--- config.mk ---
export PLATFORM = sky130hd
export DESIGN_NAME = simple_fifo_param
export DESIGN_NICKNAME = d
export VERILOG_FILES = /design/src/rtl/simple_fifo_param.sv
export SDC_FILE = /design/constraint.sdc
export NUM_CORES = 1
export LEC_CHECK = 0
export ABC_AREA = 0
export ABC_CLOCK_PERIOD_IN_PS = 4100
export BUFFER_PORTS_ARGS = -buffer_cell sky130_fd_sc_hd__buf_2
export CORE_MARGIN = 2
export CORE_UTILIZATION = 25
export DETAILED_ROUTE_END_ITERATION = 7
export PLACE_DENSITY = 0.5
export SYNTH_ARGS = -nofsm -noshare
export SYNTH_HDL_FRONTEND = slang
export SYNTH_SLANG_ARGS = --single-unit
--- constraint.sdc ---
create_clock -name clk -period 4.1 [get_ports clk]
set_input_delay 0.41 -clock clk [delete_from_list [all_inputs] [get_ports clk]]
set_output_delay 0.41 -clock clk [all_outputs]
set_load 0.02 [all_outputs]
--- src/rtl/simple_fifo_param.sv ---
// Parametrised synchronous FIFO with registered or first-word-fall-through
// read, programmable almost-full/empty thresholds and sticky error flags.
module simple_fifo_param #(
    parameter int WIDTH     = 32,
    parameter int DEPTH_LOG = 3,
    parameter int FWFT      = 0,
    parameter int AF_LEVEL  = (1 << DEPTH_LOG) - 1,
    parameter int AE_LEVEL  = 1
) (
    input  logic                 clk,
    input  logic                 reset,
    input  logic                 flush,
    input  logic                 we,
    input  logic [WIDTH-1:0]     din,
    input  logic                 re,
    output logic [WIDTH-1:0]     dout,
    output logic                 valid,
    output logic                 empty,
    output logic                 full,
    output logic                 almost_empty,
    output logic                 almost_full,
    output logic [DEPTH_LOG:0]   count,
    output logic                 overflow,
    output logic                 underflow
);

    localparam int DEPTH = 1 << DEPTH_LOG;
    localparam logic [DEPTH_LOG:0] C_DEPTH = (DEPTH_LOG + 1)'(DEPTH);
    localparam logic [DEPTH_LOG:0] C_AF    = (DEPTH_LOG + 1)'(AF_LEVEL);
    localparam logic [DEPTH_LOG:0] C_AE    = (DEPTH_LOG + 1)'(AE_LEVEL);

    logic [WIDTH-1:0]     r_mem [DEPTH];
    logic [DEPTH_LOG-1:0] r_wr_ptr;
    logic [DEPTH_LOG-1:0] r_rd_ptr;
    logic [DEPTH_LOG:0]   r_count;
    logic [DEPTH_LOG:0]   w_count_nxt;
    logic                 r_empty;
    logic                 r_full;
    logic                 r_ae;
    logic                 r_af;
    logic                 r_ovf;
    logic                 r_unf;
    logic                 w_wr_ok;
    logic                 w_rd_ok;

    // Acceptance uses pre-edge flags: a pop never makes room for a
    // same-cycle push, and a push never feeds a same-cycle pop.
    assign w_wr_ok = we && !r_full && !flush;
    assign w_rd_ok = re && !r_empty && !flush;

    always_comb begin
        w_count_nxt = r_count;
        if (flush) begin
            w_count_nxt = '0;
        end else if (w_wr_ok && !w_rd_ok) begin
            w_count_nxt = r_count + 1'b1;
        end else if (w_rd_ok && !w_wr_ok) begin
            w_count_nxt = r_count - 1'b1;
        end
    end

    always_ff @(posedge clk) begin
        if (w_wr_ok) begin
            r_mem[r_wr_ptr] <= din;
        end
    end

    always_ff @(posedge clk or posedge reset) begin
        if (reset) begin
            r_wr_ptr <= '0;
            r_rd_ptr <= '0;
            r_count  <= '0;
            r_empty  <= 1'b1;
            r_full   <= 1'b0;
            r_ae     <= 1'b1;
            r_af     <= 1'b0;
            r_ovf    <= 1'b0;
            r_unf    <= 1'b0;
        end else begin
            if (flush) begin
                r_wr_ptr <= '0;
                r_rd_ptr <= '0;
            end else begin
                if (w_wr_ok) begin
                    r_wr_ptr <= r_wr_ptr + 1'b1;
                end
                if (w_rd_ok) begin
                    r_rd_ptr <= r_rd_ptr + 1'b1;
                end
            end
            r_count <= w_count_nxt;
            r_empty <= (w_count_nxt == '0);
            r_full  <= (w_count_nxt == C_DEPTH);
            r_ae    <= (w_count_nxt <= C_AE);
            r_af    <= (w_count_nxt >= C_AF);
            r_ovf   <= !flush && (r_ovf || (we && r_full));
            r_unf   <= !flush && (r_unf || (re && r_empty));
        end
    end

    generate
        if (FWFT != 0) begin : g_fwft
            // Head word is shown combinationally; forced to zero when empty.
            assign dout  = r_empty ? '0 : r_mem[r_rd_ptr];
            assign valid = !r_empty;
        end else begin : g_std
            logic [WIDTH-1:0] r_dout;
            logic             r_valid;

            always_ff @(posedge clk or posedge reset) begin
                if (reset) begin
                    r_dout  <= '0;
                    r_valid <= 1'b0;
                end else begin
                    r_valid <= w_rd_ok;
                    if (w_rd_ok) begin
                        r_dout <= r_mem[r_rd_ptr];
                    end
                end
            end

            assign dout  = r_dout;
            assign valid = r_valid;
        end
    endgenerate

    assign empty        = r_empty;
    assign full         = r_full;
    assign almost_empty = r_ae;
    assign almost_full  = r_af;
    assign count        = r_count;
    assign overflow     = r_ovf;
    assign underflow    = r_unf;

endmodule

==> flow_metrics.env, run 1 <==
export IMPL_hpwlAfterDp_mm=15.3
export IMPL_start_kind="flip-flop"
export IMPL_core_rowCount=79
export IMPL_seqPwrFrac=0.463
export IMPL_cts_buffers=34
export IMPL_wirelength_mm=25.0
export IMPL_reg2reg_slack_ns=1.57
export IMPL_p_switching_mw=2.23
export IMPL_intPower_mw=6.03
export IMPL_initial_utilization=0.251
export IMPL_yosys_warnings=0
export IMPL_grt_setup_unrepaired="false"
export IMPL_syn_cell_area_sq_um=11600
export IMPL_clock_fmax_mhz=395
export IMPL_viasPerCell=4.21
export IMPL_antenna_left=0
export IMPL_total_power_mw=8.26
export IMPL_die_area_sq_um=48200
export IMPL_setup_viol=0
export IMPL_dpl_cell_area_sq_um=12800
export IMPL_outcome="complete, no violations"
export IMPL_fin_nets=712
export IMPL_crit_path_max_fanout=20
export IMPL_holdBufCountCts=0
export IMPL_multi_input_area_sq_um=2560
export IMPL_hold_class="input port to async pin"
export IMPL_post_route_min_period_ns=2.53
export IMPL_critical_path_arrival_ns=2.74
export IMPL_yosysUniqueCellTypes=36
export IMPL_first_pass_iters=4
export IMPL_yosysTopAreaCellShare=0.661
export IMPL_yosysSeqAreaShare=0.767
export IMPL_final_seq_area_sq_um=8920
export IMPL_endpoint_kind="flip-flop"
export IMPL_dr_first_iter_drc_count=321
export IMPL_async_reset_ff_frac=0.161
export IMPL_leakage_nw=4.51
export IMPL_routed_via_count=5486
export IMPL_syn_avg_cell_area_sq_um=20.4
export IMPL_worstSetupPathType="flip-flop to flip-flop"
export IMPL_power_frac_comb=0.172
export IMPL_core_region_area_sq_um=46300
export IMPL_slew_violations=0
export IMPL_min_period_over_period=0.618
export IMPL_place_congestion=0.668
export IMPL_fin_worst_skew_ns=0.0212
export IMPL_final_cells=1304
export IMPL_clockBufferDepth=3
export IMPL_portBuffers=79
export IMPL_grt_max_degree=36
export IMPL_synth_ff_type="edfxtp_1"
export IMPL_ys_ff_latch=305
export IMPL_grt_pass1_wl_mm=37.9
export IMPL_synth_area_leader_cell="edfxtp_1"
export IMPL_clockRootBuffer="clkbuf_16"
export IMPL_die_h_um=220
export IMPL_synth_edff_count=256
export IMPL_relSlewSlack=0.258
export IMPL_cts_resized_gates=0
export IMPL_pwr_share_clk=0.365
export IMPL_drive_gt1_frac=0.340
export IMPL_powerDensity_nw_per_um2=593
export IMPL_fin_area_sq_um=13900
export IMPL_avgRoutedWirePerCell_um=19.2
export IMPL_finalSetupTns_ns=0
export IMPL_die_x_um=220
export IMPL_cts_num_sinks=305
export IMPL_tightest_slew_ns=1.11
export IMPL_syn_num_nets=610
export IMPL_nFillCells=4592
export IMPL_hold_viol_final=0
export IMPL_first_global_vias=5893
export IMPL_crit_required_ns=4.31
export IMPL_yosys_top_cells_area="edfxtp_1, mux4_2, dfrtp_1"
export IMPL_vdd_drop_max_v=0.000310
export IMPL_synth_cells=569
export IMPL_drcViolationCount=0
export IMPL_switching_share=0.270
export IMPL_htree_levels=2
export IMPL_antenna_found_initial=0
export IMPL_syn_to_final_growth_pct=19.7
export IMPL_max_cap_viol_count=0
export IMPL_antenna_cells=0
export IMPL_cts_setup_buffers=0
export IMPL_ios=80
export IMPL_clk_latency_ns=0.53
export IMPL_mostFrequentLayoutCells="edfxtp_1, buf_2, mux4_2, nor2_1, dfrtp_1"
export IMPL_cts_tree="built"
export IMPL_track_usage=0.106
export IMPL_cts_reportedPaths_clkPinSlew_ns=0.06
export IMPL_final_common_cell="edfxtp_1"
export IMPL_grt_overflow_total=0
export IMPL_dp_cells=1242
per-layer routing:
layer | vias to the layer above | track usage | wire length (um)
li1 | 2483 | - | -
met1 | 2861 | 0.142 | 11300
met2 | 101 | 0.174 | 12200
met3 | 41 | 0.0210 | 963
met4 | 0 | 0.0345 | 503
met5 | - | 0 | 0
path summary, 6_finish.rpt:
path,end,start,cells after the start
worst max-delay path,r_mem[2][4],full,4
worst min-delay path,dout[4],reset,2
worst max register to register,r_mem[2][4],full,4
worst min register to register,underflow,underflow,2
max in group asynchronous,almost_empty,reset,3
min in group clk,r_mem[0][19],din[19],1
cells by family (layout without fill, tap and decap cells):
group           Yosys count  in the layout  share of synthesized area
buf+inv                  35            163                     0.0178
flops                   305            305                      0.767
mux                      97             97                      0.153
simple gates             77             77                     0.0318
xor+xnor                  6              6                    0.00452
compound gates           44             44                     0.0208
fa+ha+maj                 5              5                    0.00528
final cells by class:
cell class	count	share of cell area
Multi-Input combinational cell	229	0.184
Clock inverter	15	0.0106
Clock buffer	47	0.0698
Sequential cell	305	0.641
Timing Repair Buffer	96	0.0385
Tap cell	607	0.0546
Inverter	5	0.00135
metrics by stage:
step	setup slack, ns	utilization	hold slack (ns)
finish	1.57	0.301	0.0343
global route	1.39	0.301	0.0795
CTS	1.46	0.301	0.0783
detailed placement	1.44	0.277	0.497
global placement	1.51	0.277	0.494
floorplan	0.328	-	0.509
Yosys cell counts (2+ instances only):
cell type	count
xor2_1	2
buf_2	15
dfrtp_1	47
a21oi_1	37
nor3_1	3
buf_6	7
mux2i_1	32
xnor2_1	4
ha_1	4
edfxtp_1	256
nand2_1	8
nor2_1	51
nor2b_1	2
a211oi_1	2
mux4_2	64
clkbuf_1	7
dfstp_2	2
nor3_2	3
inv_1	4
nand2b_1	3
critical path, cell delays in order (launching register included):
cell and delay, ns:
dfrtp_1 0.41, nand2b_1 0.29, or3_1 0.52, nor2_4 0.62, buf_4 0.38
registers in the layout, summed over array words and instances (netlist names):
signal	flops
almost_empty	1
almost_full	1
count	4
dout	32
empty	1
full	1
overflow	1
r_mem	256
r_rd_ptr	3
r_wr_ptr	3
underflow	1
valid	1
power groups by stage:
stage	Clock, mW	Sequential, mW	Combinational (mW)
2_1_floorplan	0	4.04	0.834
3_3_place_gp	0	3.90	1.45
3_5_place_dp	0	3.90	1.46
4_1_cts	3.11	3.84	1.46
5_1_grt	3.23	3.87	1.56
6_report	3.01	3.82	1.42
(Power assumes the default switching activity.)
==> run 2: changes to the inputs <==
- ABC_CLOCK_PERIOD_IN_PS: 4100 -> 2600
- clock period: 4.1 -> 2.6 ns (I/O delays scaled with it)
==> run 2 against run 1 <==
Via count up 4.0%. Register-to-register slack got worse by 1.1 ns. Global-route usage shrank 0.16 points. Clock-buffer cell count decreased by 6. Clock power rose by 40%. Highest routed layer is now met5. Critical path type unchanged. Setup slack got worse by 1.1 ns. Worst hold slack worse by 0.011 ns. Routed wire length down 0.35%. Non-clock buffer count up 42.
==> flow_metrics.env, run 2 (synthesized netlist as in run 1, its figures left out) <==
export IMPL_post_route_min_period_ns=2.13
export IMPL_pwr_share_clk=0.334
export IMPL_wirelength_mm=24.9
export IMPL_antenna_found_initial=2
export IMPL_clk_latency_ns=0.56
export IMPL_mostFrequentLayoutCells="edfxtp_1, buf_2, mux4_2, nor2_1, dfrtp_1"
export IMPL_grt_max_degree=48
export IMPL_dpl_cell_area_sq_um=13000
export IMPL_portBuffers=79
export IMPL_core_region_area_sq_um=46300
export IMPL_routed_via_count=5704
export IMPL_crit_path_max_fanout=21
export IMPL_fin_area_sq_um=14300
export IMPL_setup_viol=0
export IMPL_grt_overflow_total=0
export IMPL_powerDensity_nw_per_um2=880
export IMPL_whs_ns=0.0234
export IMPL_antenna_left=0
export IMPL_endpoint="r_mem[0][27]"
export IMPL_leakage_nw=4.62
export IMPL_htree_levels=1
export IMPL_critical_path_arrival_ns=2.34
export IMPL_cts_setup_buffers=0
export IMPL_intPower_mw=9.16
export IMPL_min_period_over_period=0.818
export IMPL_initial_utilization=0.251
export IMPL_fin_nets=751
export IMPL_start_kind="flip-flop"
export IMPL_first_global_vias=5882
export IMPL_switching_share=0.271
export IMPL_slew_violations=0
export IMPL_hold_class="input port to flip-flop"
export IMPL_viasPerCell=4.26
export IMPL_cts_buffers=31
export IMPL_cts_reportedPaths_clkPinSlew_ns=0.06
export IMPL_clockRootBuffer="clkbuf_16"
export IMPL_track_usage=0.105
export IMPL_dr_first_iter_drc_count=426
export IMPL_grt_pass1_wl_mm=37.8
export IMPL_cp_slowest_cell="or3_1"
export IMPL_crit_required_ns=2.81
export IMPL_clockBufferDepth=3
export IMPL_drcViolationCount=0
export IMPL_crit_start="full"
export IMPL_worstSetupPathType="flip-flop to flip-flop"
export IMPL_outcome="complete, no violations"
export IMPL_nFillCells=4536
export IMPL_cts_tree="built"
export IMPL_syn_to_final_growth_pct=22.7
export IMPL_hpwlAfterDp_mm=15.0
export IMPL_die_h_um=220
export IMPL_max_cap_viol_count=0
export IMPL_tightest_slew_ns=0.651
export IMPL_reg2reg_slack_ns=0.47
export IMPL_ios=80
export IMPL_cts_num_sinks=305
export IMPL_vdd_drop_max_v=0.000507
export IMPL_clock_fmax_mhz=470
export IMPL_antenna_cells=0
export IMPL_place_congestion=0.656
export IMPL_drive_gt1_frac=0.325
export IMPL_r2r_end="r_mem[0][27]"
export IMPL_crit_family="simple AND/OR/NAND/NOR gates"
export IMPL_first_pass_iters=4
export IMPL_fin_worst_skew_ns=0.0196
export IMPL_cp_cell_sequence="nand2b_1 > or3_1 > nor3_4 > buf_4"
export IMPL_die_x_um=220
export IMPL_cp_num_buf_inv=1
export IMPL_endpoint_kind="flip-flop"
export IMPL_largest_register_ffs=256
export IMPL_crit_path_max_incr_delay_ns=0.53
export IMPL_regMostFlops="r_mem"
export IMPL_core_rowCount=79
export IMPL_hold_viol_final=0
export IMPL_rr_worst_depth=4
export IMPL_relSlewSlack=0.566
export IMPL_final_common_cell="edfxtp_1"
export IMPL_r2r_start="full"
export IMPL_grt_setup_unrepaired="false"
export IMPL_seqPwrFrac=0.480
export IMPL_power_frac_comb=0.186
export IMPL_die_area_sq_um=48200
export IMPL_avgRoutedWirePerCell_um=18.6
export IMPL_p_switching_mw=3.40
export IMPL_crit_cells=4
run 2: cell count changes in the layout (fill, tap and decap cells not counted), moves of 2 or more:
cell	change
buf_12	+8
clkbuf_16	-4
nor3_2	-2
clkinvlp_4	+2
clkbuf_8	-4
clkbuf_1	+2
nor3_4	+2
dlygate4sd3_1	+33
clkinv_8	-2
run 2: layout make-up:
| class | instances | area [sq um] | area share |
|---|---|---|---|
| Clock buffer | 41 | 823 | 0.0577 |
| Clock inverter | 15 | 130 | 0.00912 |
| Inverter | 5 | 18.8 | 0.00132 |
| Multi-Input combinational cell | 229 | 2570 | 0.181 |
| Sequential cell | 305 | 8920 | 0.626 |
| Tap cell | 607 | 759 | 0.0532 |
| Timing Repair Buffer | 138 | 1030 | 0.0724 |
run 2: worst min path at each step:
stage,from,to,slack [ns],cells after the start
final,din[0],r_mem[3][0],0.02,1
after global routing,din[0],r_mem[3][0],0.02,1
after CTS,din[0],r_mem[0][0],0.0001,1
after detailed placement,reset,r_rd_ptr[0],0.39,2
after global placement,reset,count[2],0.38,2
after floorplan,din[0],r_mem[0][0],0.36,0
run 2: power by group through the flow:
stage / logic [mW] / registers [mW] / clock network, mW
after floorplan: 1.32 / 6.36 / 0
after detailed placement: 2.35 / 6.14 / 0
after CTS: 2.40 / 6.05 / 4.32
final: 2.33 / 6.03 / 4.20
after global placement: 2.33 / 6.15 / 0
after global routing: 2.57 / 6.09 / 4.51
run 2: repair_timing:
item | CTS | global route
setup endpoints to repair | 0 | 0
hold buffers | 33 | 0
resized for setup | 0 | 0
endpoints found under the hold margin | 258 | 0
run 2: routing by layer:
layer,GRT usage,wire length (um)
met1,0.147,11700
met2,0.167,11700
met3,0.0204,1010
met4,0.0257,484
met5,0,13
run 2: per-stage QoR:
step	TNS, ns	total power [mW]	instances	util	setup WS, ns
final	0	12.6	1340	0.308	0.472
after global routing	0	13.2	1340	0.308	0.319
after CTS	0	12.8	1340	0.308	0.456
after detailed placement	0	8.49	1251	0.281	0.499
after global placement	0	8.47	1251	0.281	0.537
after floorplan	-26.84	7.68	569	-	-0.314
==> run 3: changes to the inputs <==
- ABC_AREA: 0 -> 1
- ABC_CLOCK_PERIOD_IN_PS: 2600 -> 2250
- clock period: 2.6 -> 2.25 ns (I/O delays scaled with it)
==> run 3 against run 2 <==
Setup slack lost 0.13 ns. Clock power is 34% higher. Synthesized cell count is 67% higher. Die area increased by 3.3%. First-iteration DRC count grew 20%. Highest routed layer unchanged.
==> flow_metrics.env, run 3 <==
export IMPL_powerDensity_nw_per_um2=1010
export IMPL_clk_latency_ns=0.51
export IMPL_relSlewSlack=0.613
export IMPL_synth_cells=953
export IMPL_syn_to_final_growth_pct=22.9
export IMPL_finalSetupTns_ns=0
export IMPL_switching_share=0.278
export IMPL_cp_slowest_cell="dlygate4sd3_1"
export IMPL_seqPwrFrac=0.459
export IMPL_first_pass_iters=5
export IMPL_crit_path_max_fanout=20
export IMPL_critical_path_arrival_ns=2.09
export IMPL_cts_buffers=34
export IMPL_leakage_nw=5.24
export IMPL_rr_worst_depth=8
export IMPL_fin_nets=1109
export IMPL_crit_path_max_incr_delay_ns=0.54
export IMPL_routed_via_count=7509
export IMPL_cts_reportedPaths_clkPinSlew_ns=0.06
export IMPL_utilization=0.311
export IMPL_die_x_um=223
export IMPL_synth_ff_type="edfxtp_1"
export IMPL_hold_viol_final=0
export IMPL_endpoint="r_mem[7][20]"
export IMPL_yosysTopAreaCellShare=0.640
export IMPL_synth_top_cells_by_count="edfxtp_1, nor2_1, o21ai_0"
export IMPL_core_rowCount=80
export IMPL_clock_fmax_mhz=524
export IMPL_drive_gt1_frac=0.177
export IMPL_htree_levels=2
export IMPL_setup_viol=0
export IMPL_yosysUniqueCellTypes=28
export IMPL_vdd_drop_max_v=0.000453
export IMPL_dr_first_iter_drc_count=511
export IMPL_yosys_warnings=0
export IMPL_pwr_share_clk=0.376
export IMPL_largest_register_ffs=256
export IMPL_final_common_cell="edfxtp_1"
export IMPL_crit_cells=8
export IMPL_start_kind="input port"
export IMPL_portBuffers=79
export IMPL_antenna_found_initial=1
export IMPL_die_area_sq_um=49800
export IMPL_ys_ff_latch=305
export IMPL_grt_pass1_wl_mm=45.6
export IMPL_mostFrequentLayoutCells="edfxtp_1, nor2_1, o21ai_0, nand2_1, buf_2"
export IMPL_cts_num_sinks=305
export IMPL_synth_edff_count=256
export IMPL_crit_required_ns=2.43
export IMPL_die_h_um=223
export IMPL_cp_num_buf_inv=5
export IMPL_max_cap_viol_count=0
export IMPL_initial_utilization=0.253
export IMPL_async_reset_ff_frac=0.161
export IMPL_viasPerCell=4.39
export IMPL_grt_overflow_total=0
export IMPL_yosysMostFrequentCell="edfxtp_1"
export IMPL_avgRoutedWirePerCell_um=17.2
export IMPL_r2r_end="dout[9]"
export IMPL_fin_worst_skew_ns=0.0150
export IMPL_synth_area_leader_cell="edfxtp_1"
export IMPL_crit_start="flush"
export IMPL_tightest_slew_ns=0.579
export IMPL_syn_avg_cell_area_sq_um=12.6
export IMPL_min_period_over_period=0.848
export IMPL_drcViolationCount=0
export IMPL_whs_path_depth=1
export IMPL_power_frac_comb=0.165
export IMPL_outcome="complete, no violations"
export IMPL_core_region_area_sq_um=47500
export IMPL_clockBufferDepth=3
export IMPL_track_usage=0.119
export IMPL_slew_violations=0
export IMPL_regMostFlops="r_mem"
export IMPL_r2r_start="r_rd_ptr[0]"
export IMPL_first_global_vias=7451
export IMPL_cts_setup_buffers=0
export IMPL_worstSetupPathType="input port to flip-flop"
export IMPL_reg2reg_slack_ns=0.42
export IMPL_endpoint_kind="flip-flop"
export IMPL_syn_num_nets=994
export IMPL_cp_cell_sequence="dlygate4sd3_1 > buf_2 > inv_4 > nand3_2 > inv_1 > nand2_1 > nor2_4 > buf_4"
export IMPL_antenna_left=0
export IMPL_cts_resized_gates=0
export IMPL_p_switching_mw=4.15
export IMPL_hpwlAfterDp_mm=17.1
export IMPL_yosys_top_cells_area="edfxtp_1, dfrtp_1, nor2_1"
export IMPL_ios=80
export IMPL_hold_class="input port to flip-flop"
export IMPL_syn_cell_area_sq_um=12000
export IMPL_place_congestion=0.748
export IMPL_intPower_mw=10.8
export IMPL_crit_family="buffers and inverters"
export IMPL_yosysSeqAreaShare=0.742
export IMPL_grt_max_degree=77
export IMPL_cts_tree="built"
export IMPL_clockRootBuffer="clkbuf_16"
export IMPL_post_route_min_period_ns=1.91
export IMPL_grt_setup_unrepaired="false"
export IMPL_wirelength_mm=29.4
==> run 3: changes by cell type in the layout (fill, tap and decap cells not counted), sizes merged, moves of 44 or more <==
cell / delta
o21ai: +134
o211ai: +64
mux4: -64
nand3: +44
nand2: +95
nor2: +161
==> run 3: worst min-delay path by stage <==
stage | startpoint | end | slack, ns
final | din[3] | r_mem[2][3] | 0.02
after global routing | din[17] | r_mem[5][17] | 0.02
after CTS | din[22] | r_mem[1][22] | 0.0002
after detailed placement | reset | dout[3] | 0.34
after global placement | reset | dout[3] | 0.33
after floorplan | flush | overflow | 0.29
==> run 3: timing repair <==
action,in CTS,in global routing
hold buffers,25,0
hold endpoints to repair,196,0
setup endpoints to repair,0,0
==> run 3: layout make-up <==
cell class	count	area (sq um)
Antenna cell	1	2.50
Clock buffer	43	936
Clock inverter	18	201
Fill cell	4679	32800
Inverter	20	80.1
Multi-Input combinational cell	573	2820
Sequential cell	305	8920
Tap cell	615	769
Timing Repair Buffer	134	1030
==> run 3: kinds of logic (layout without fill, tap and decap cells) <==
logic type               after synthesis  after routing  synth area share
AO/OA/AOI/OAI                        206            206            0.0998
XOR/XNOR                               1              1          0.000729
adder cells (fa/ha/maj)                4              4           0.00417
buffers and inverters                 75            215            0.0282
flip-flops                           305            305             0.742
other                                  0              1                 0
AND/OR/NAND/NOR                      362            362             0.125
==> run 3: power groups by stage <==
stage / clock network (mW) / logic [mW] / registers (mW)
finish: 5.61 / 2.47 / 6.85
global placement: 0 / 2.47 / 6.97
detailed placement: 0 / 2.49 / 6.97
global route: 6.00 / 2.79 / 6.91
floorplan: 0 / 1.21 / 7.28
CTS: 5.77 / 2.53 / 6.87
==> run 3: per-stage QoR <==
stage | std cells | area [sq um] | power (mW) | hold slack [ns] | worst slack [ns]
floorplan | 953 | 12000 | 8.49 | 0.291 | -0.383
global placement | 1622 | 13400 | 9.44 | 0.334 | 0.406
detailed placement | 1622 | 13400 | 9.46 | 0.335 | 0.367
CTS | 1708 | 14800 | 15.2 | 0.000209 | 0.339
global route | 1708 | 14800 | 15.7 | 0.0170 | 0.207
finish | 1709 | 14800 | 14.9 | 0.0204 | 0.342
==> run 3: metal layers <==
| layer | routed length [um] | track usage | vias up |
|---|---|---|---|
| li1 | - | - | 3641 |
| met1 | 14200 | 0.165 | 3699 |
| met2 | 13500 | 0.190 | 134 |
| met3 | 1270 | 0.0253 | 33 |
| met4 | 437 | 0.0292 | 2 |
| met5 | 13 | 0 | - |
